==> config.mk <==
export PLATFORM = sky130hd
export DESIGN_NAME = obj_linelatch_gen
export DESIGN_NICKNAME = d
export VERILOG_FILES = /design/src/rtl/obj_linelatch_gen.sv
export SDC_FILE = /design/constraint.sdc
export NUM_CORES = 1
export LEC_CHECK = 0
export CORE_MARGIN = 1
export CORE_UTILIZATION = 41
export DETAILED_ROUTE_END_ITERATION = 8
export GPL_TIMING_DRIVEN = 0
export PLACE_DENSITY_LB_ADDON = 0.25
export SYNTH_ARGS = -nofsm -noshare
export SYNTH_HDL_FRONTEND = slang
export SYNTH_SLANG_ARGS = --single-unit
==> constraint.sdc <==
create_clock -name i_EMU_MCLK -period 2.5 [get_ports i_EMU_MCLK]
set_input_delay 0.375 -clock i_EMU_MCLK [delete_from_list [all_inputs] [get_ports i_EMU_MCLK]]
set_output_delay 0.375 -clock i_EMU_MCLK [all_outputs]
set_load 0.03 [all_outputs]
==> src/rtl/obj_linelatch_gen.sv <==
// Object line latch: queues CHARRAM tile-line words (pending + active) and serialises them into {palette,pixel} pairs; OBJ_LINELATCH_TRANSP_EN suppresses pen-0 writes.
// Latency: a load on CE tick N gives the first pair registered at N+3, then one pair per 2 unstalled ticks.
// Backpressure: o_READY is low while the pending slot is full (loads then drop and set sticky o_OVF); i_WAIT_n=0 freezes the sequencer.
module obj_linelatch_gen #(
  parameter int BPP         = 4,
  parameter int PX_PER_WORD = 8,
  parameter int PAL_W       = 4,
  parameter int CNT_W       = $clog2(PX_PER_WORD)
) (
  input  logic                       i_EMU_MCLK,
  input  logic                       i_EMU_RST,
  input  logic                       i_EMU_CLK6MPCEN_n,
  input  logic [BPP*PX_PER_WORD-1:0] i_GFXDATA,
  input  logic [PAL_W-1:0]           i_OC,
  input  logic                       i_COLORLATCH_n,
  input  logic                       i_TILELINELATCH_n,
  input  logic                       i_HFLIP,
  input  logic                       i_WAIT_n,
  input  logic                       i_XPOS_D0,
  output logic [PAL_W+BPP-1:0]       o_DA,
  output logic [PAL_W+BPP-1:0]       o_DB,
  output logic                       o_WE_A,
  output logic                       o_WE_B,
  output logic                       o_PAIR_VALID,
  output logic                       o_READY,
  output logic                       o_BUSY,
  output logic                       o_OVF
);

  localparam int WORD_W = BPP*PX_PER_WORD;
  localparam logic [CNT_W-1:0] LAST_IDX = CNT_W'(PX_PER_WORD-1);

  typedef enum logic {IDLE, RUN} state_t;
  state_t state_q, state_d;

  logic [PAL_W-1:0]     pal_q;
  logic                 pend_vld_q;
  logic [WORD_W-1:0]    pend_dat_q;
  logic [PAL_W-1:0]     pend_pal_q;
  logic                 pend_flip_q;
  logic [WORD_W-1:0]    act_dat_q;
  logic [PAL_W-1:0]     act_pal_q;
  logic                 act_flip_q;
  logic [CNT_W-1:0]     idx_q;
  logic [BPP-1:0]       p0_q;
  logic [PAL_W+BPP-1:0] da_q, db_q;
  logic                 pair_vld_q;
  logic                 ovf_q;

  logic ce, load_req, load_acc, run_adv, last_px, xfer, busy;
  logic [CNT_W-1:0] slot;
  logic [BPP-1:0]   cur_pix, pix_a, pix_b;

  always_comb begin
    ce       = ~i_EMU_CLK6MPCEN_n;
    load_req = ce & ~i_TILELINELATCH_n;
    load_acc = load_req & ~pend_vld_q;
    run_adv  = ce & (state_q == RUN) & i_WAIT_n;
    last_px  = (idx_q == LAST_IDX);
  end

  // Pixel 0 sits in the MSBs, so the unflipped walk reads slots from the top down.
  always_comb begin
    slot    = act_flip_q ? idx_q : LAST_IDX - idx_q;
    cur_pix = '0;
    for (int k = 0; k < PX_PER_WORD; k++) begin
      if (slot == CNT_W'(k)) cur_pix = act_dat_q[k*BPP +: BPP];
    end
    pix_a = i_XPOS_D0 ? cur_pix : p0_q;
    pix_b = i_XPOS_D0 ? p0_q : cur_pix;
  end

  always_ff @(posedge i_EMU_MCLK) begin
    if (i_EMU_RST)  state_q <= IDLE;
    else if (ce)    state_q <= state_d;
  end

  always_comb begin
    state_d = state_q;
    case (state_q)
      IDLE:    if (pend_vld_q) state_d = RUN;
      RUN:     if (run_adv && last_px && !pend_vld_q) state_d = IDLE;
      default: state_d = IDLE;
    endcase
  end

  // The last pixel of a word and the hand-over of the next one share a tick, so no bubble.
  always_comb begin
    xfer = 1'b0;
    busy = 1'b0;
    case (state_q)
      IDLE: xfer = ce & pend_vld_q;
      RUN: begin
        busy = 1'b1;
        xfer = run_adv & last_px & pend_vld_q;
      end
      default: ;
    endcase
  end

`ifdef OBJ_LINELATCH_TRANSP_EN
  logic we_a_q, we_b_q;
`endif

  always_ff @(posedge i_EMU_MCLK) begin
    if (i_EMU_RST) begin
      pal_q       <= '0;
      pend_vld_q  <= 1'b0;
      pend_dat_q  <= '0;
      pend_pal_q  <= '0;
      pend_flip_q <= 1'b0;
      act_dat_q   <= '0;
      act_pal_q   <= '0;
      act_flip_q  <= 1'b0;
      idx_q       <= '0;
      p0_q        <= '0;
      da_q        <= '0;
      db_q        <= '0;
      pair_vld_q  <= 1'b0;
      ovf_q       <= 1'b0;
`ifdef OBJ_LINELATCH_TRANSP_EN
      we_a_q      <= 1'b0;
      we_b_q      <= 1'b0;
`endif
    end else if (ce) begin
      if (!i_COLORLATCH_n) pal_q <= i_OC;
      if (load_req && pend_vld_q) ovf_q <= 1'b1;

      if (load_acc) begin
        pend_vld_q  <= 1'b1;
        pend_dat_q  <= i_GFXDATA;
        pend_pal_q  <= !i_COLORLATCH_n ? i_OC : pal_q;
        pend_flip_q <= i_HFLIP;
      end else if (xfer) begin
        pend_vld_q  <= 1'b0;
      end

      if (xfer) begin
        act_dat_q  <= pend_dat_q;
        act_pal_q  <= pend_pal_q;
        act_flip_q <= pend_flip_q;
        idx_q      <= '0;
      end else if (run_adv) begin
        idx_q      <= idx_q + CNT_W'(1);
      end

      pair_vld_q <= 1'b0;
`ifdef OBJ_LINELATCH_TRANSP_EN
      we_a_q     <= 1'b0;
      we_b_q     <= 1'b0;
`endif
      if (run_adv) begin
        if (!idx_q[0]) begin
          p0_q <= cur_pix;
        end else begin
          pair_vld_q <= 1'b1;
`ifdef OBJ_LINELATCH_TRANSP_EN
          da_q   <= (pix_a == '0) ? '0 : {act_pal_q, pix_a};
          db_q   <= (pix_b == '0) ? '0 : {act_pal_q, pix_b};
          we_a_q <= |pix_a;
          we_b_q <= |pix_b;
`else
          da_q   <= {act_pal_q, pix_a};
          db_q   <= {act_pal_q, pix_b};
`endif
        end
      end
    end
  end

`ifdef OBJ_LINELATCH_TRANSP_EN
  assign o_WE_A = we_a_q;
  assign o_WE_B = we_b_q;
`else
  assign o_WE_A = pair_vld_q;
  assign o_WE_B = pair_vld_q;
`endif

  assign o_DA         = da_q;
  assign o_DB         = db_q;
  assign o_PAIR_VALID = pair_vld_q;
  assign o_READY      = ~pend_vld_q;
  assign o_BUSY       = busy;
  assign o_OVF        = ovf_q;

endmodule

==> metrics.cfg <==
[yosys]
synth_area_sq_mm=0.004190
synth_commonest_cells=nand2_1, dfxtp_1, a21oi_1, clkbuf_1, nor2_1
syn_inst=532
synth_area_leaders=dfxtp_1, nand2_1, a21oi_1, mux2i_1, clkbuf_1
syn_area_per_cell_sq_um=7.876
synthXorXnorAreaFrac_pct=0
synth_compound_area_share_pct=21.35
yosys.area_share.simple_pct=21.56
muxShareOfSynthArea_pct=2.628
ys_async_sr_fraction_pct=0
yosysSeqAreaShare_pct=48.25
ys_ff_latch=101
yosysMostFrequentCell=nand2_1
synth_top_area_share_pct=48.25
ys_types=41
synth_top_family_by_area=simple AND/OR/NAND/NOR gates
synth_flop_cell=dfxtp_1
yosys.area_share.adder_pct=0.5972
synth_area_leader_cell=dfxtp_1
synthesis.nets=578
ys_warn_count=0
synth_edf_count=0

[final_layout]
nets=653
drive_above_1_share_pct=6.383
area_delta_synth_final_pct=23.80
final_cells=744
register_area_sq_mm=0.002022
design_area_sq_mm=0.005187
fillers=1027
antenna_cells=0
multi_input_area_sq_mm=0.001938

[sta]
tightestPinTransition_ns=0.5764
max_freq_ghz=0.4384
timing.final.crit_period_ns=2.281
hold_viol=0
clock_skew_ns=0.01608
slew_violations=0
fin_crit_sh_pct=91.24
fin_ws_ns=0.2190
finalSetupViolCount=0
slew_headroom_pct=61.36

[floorplanning]
die_area_sq_mm=0.01063
die_h_um=103.1
die_x_um=103.1
start_util_pct=42.67
rows=36
boundaryPins=66
core_sq_mm=0.009819

[global_routing]
grt_antenna_before_repair=0
grt_max_degree=19
grt_first_pass_wirelength_um=16760
grt_usage_pct=20.90
grt_overflow=0
grt_pass1_vias=3484

[power]
vdd_drop_max_v=0.0002738
cellLeakagePower_nw=1.762
power_mw=2.895
powerDensity_mw_per_mm2=558.0

[clocking]
clk_pin_slew_worst_paths_ns=0.11
postCtsSetupBuffers=0
cts_sinks=101
cts_made_buffers=9
cts_tree=done
clockRootBuffer=clkbuf_8
clk_latency_ns=0.38
clk_path_buf_depth=2
htree_levels=3

[setup_path]
start_kind=input port
cp_num_buf_inv=4
cp_max_fo=10
crit_family=buffers and inverters
cp.arrival_ns=2.57
crit_path_frequent_cell=clkbuf_1
crit_path_cell_trace=clkdlybuf4s50_1 -> clkbuf_1 -> nor2_1 -> nand2_1 -> clkbuf_1 -> clkbuf_1 -> nand2_1 -> a21oi_1
slowest_stage=clkdlybuf4s50_1
slowest_delay_ns=0.52
worstPathRequired_ns=2.79
worstSetupEndpointType=flip-flop
crit_type=input port to flip-flop

[drt]
drc=0
ant_nets=0
vias_per_cell=5.097
vias=3792
drt_iter0_drc=177
drt_pre_antenna_iters=5
drt-total-wl_um=10070
wl_per_cell_um=13.53

[status]
outcome=complete, no violations

[placement]
io_buffers=64
dpl.cell_count=729
gp_congestion=0.8659
place_ws_ns=-0.3557
dpl.hpwl_um=7779
place_area_sq_mm=0.004997

[hold_path]
hold_class=flip-flop to flip-flop

[flow_run]
drv_cap=0

-- routing by layer --
metal  track usage (%)  wire length [um]
met1             28.61              4868
met2             32.87              4522
met3             3.458               471
met4             8.342               206
met5                 0                 0
-- tightest hold or removal path, cell delays in order (launching register included) --
cell,delay [ns]
dfxtp_1,0.32
nand2_1,0.05
a21oi_1,0.05
-- state kept, by name, summed over array words and instances, names as in the netlist --
register and flops:
pend_vld_q 1, act_pal_q 4, o_DB 4, o_DA 8, pal_q 4, act_flip_q 1
state_q 1, idx_q 3, p0_q 4, pend_pal_q 4, pend_dat_q 32, o_OVF 1
o_PAIR_VALID 1, pend_flip_q 1, act_dat_q 32
-- power breakdown --
part           leakage [nW]  switching (mW)  internal, mW
Clock                0.0926           0.596         0.375
Combinational         0.851           0.138         0.112
Sequential            0.819          0.0232          1.65
Total                  1.76           0.757          2.14
-- cell usage in the layout, fill, tap and decap left out, types with 2 or more instances in the layout --
cell,netlist,final
clkbuf_1,28,27
o32ai_1,2,2
clkbuf_2,1,2
a22o_2,3,3
nor2b_1,2,2
clkdlybuf4s50_1,0,64
a211oi_1,5,5
nor3_1,5,4
o21ai_1,2,2
a21o_1,3,3
dfxtp_1,101,101
ha_1,2,2
buf_4,9,9
o22ai_1,6,6
a311oi_1,9,9
o221ai_1,3,3
o21ai_0,15,15
inv_1,3,3
or3b_1,2,2
nand2b_1,5,5
or3_1,7,7
buf_6,2,2
mux2i_1,11,11
clkinv_4,0,4
and3_1,3,3
clkbuf_8,0,9
nor2_1,23,23
buf_2,3,3
nand2_1,166,166
a22oi_1,5,5
a21oi_1,93,93
-- kinds of logic (layout without fill, tap and decap cells) --
family	Yosys count	in the layout
flops	101	101
mux	11	11
compound gates	151	151
fa+ha+maj	2	2
simple gates	220	220
buf+inv	47	126
-- cell type report --
| type | instances | share of cell area, % |
|---|---|---|
| Buffer | 44 | 4.342 |
| Sequential cell | 101 | 38.98 |
| Tap cell | 133 | 3.208 |
| Multi-Input combinational cell | 384 | 37.36 |
| Clock inverter | 6 | 1.158 |
| Timing Repair Buffer | 64 | 12.35 |
| Clock buffer | 9 | 2.388 |
| Inverter | 3 | 0.2171 |
-- repair_timing --
action	in CTS	in global routing
endpoints found under the setup margin	0	21
gates resized for setup	0	3
hold buffers	0	0
-- metrics by stage --
stage	setup TNS, ns	hold slack [ns]	util, %
after floorplan	0	0.4321	-
after global placement	-10.07	0.4432	50.89
after detailed placement	-11.24	0.4446	50.89
after CTS	0	0.4458	52.76
after global routing	-0.001773	0.4770	52.83
final	0	0.4443	52.83
-- worst paths after layout --
check / startpoint / end / slack (ns) / cells after the start
worst max-delay path: i_EMU_CLK6MPCEN_n / act_flip_q$_SDFFE_PP0P_ / 0.22 / 8
worst min-delay path: pend_dat_q[24]$_SDFFE_PP0P_ / act_dat_q[24]$_SDFFE_PP0P_ / 0.44 / 2
worst max register to register: idx_q[0]$_SDFFE_PP0P_ / act_flip_q$_SDFFE_PP0P_ / 0.24 / 8
worst min register to register: pend_dat_q[24]$_SDFFE_PP0P_ / act_dat_q[24]$_SDFFE_PP0P_ / 0.44 / 2
(Power assumes the default switching activity.)
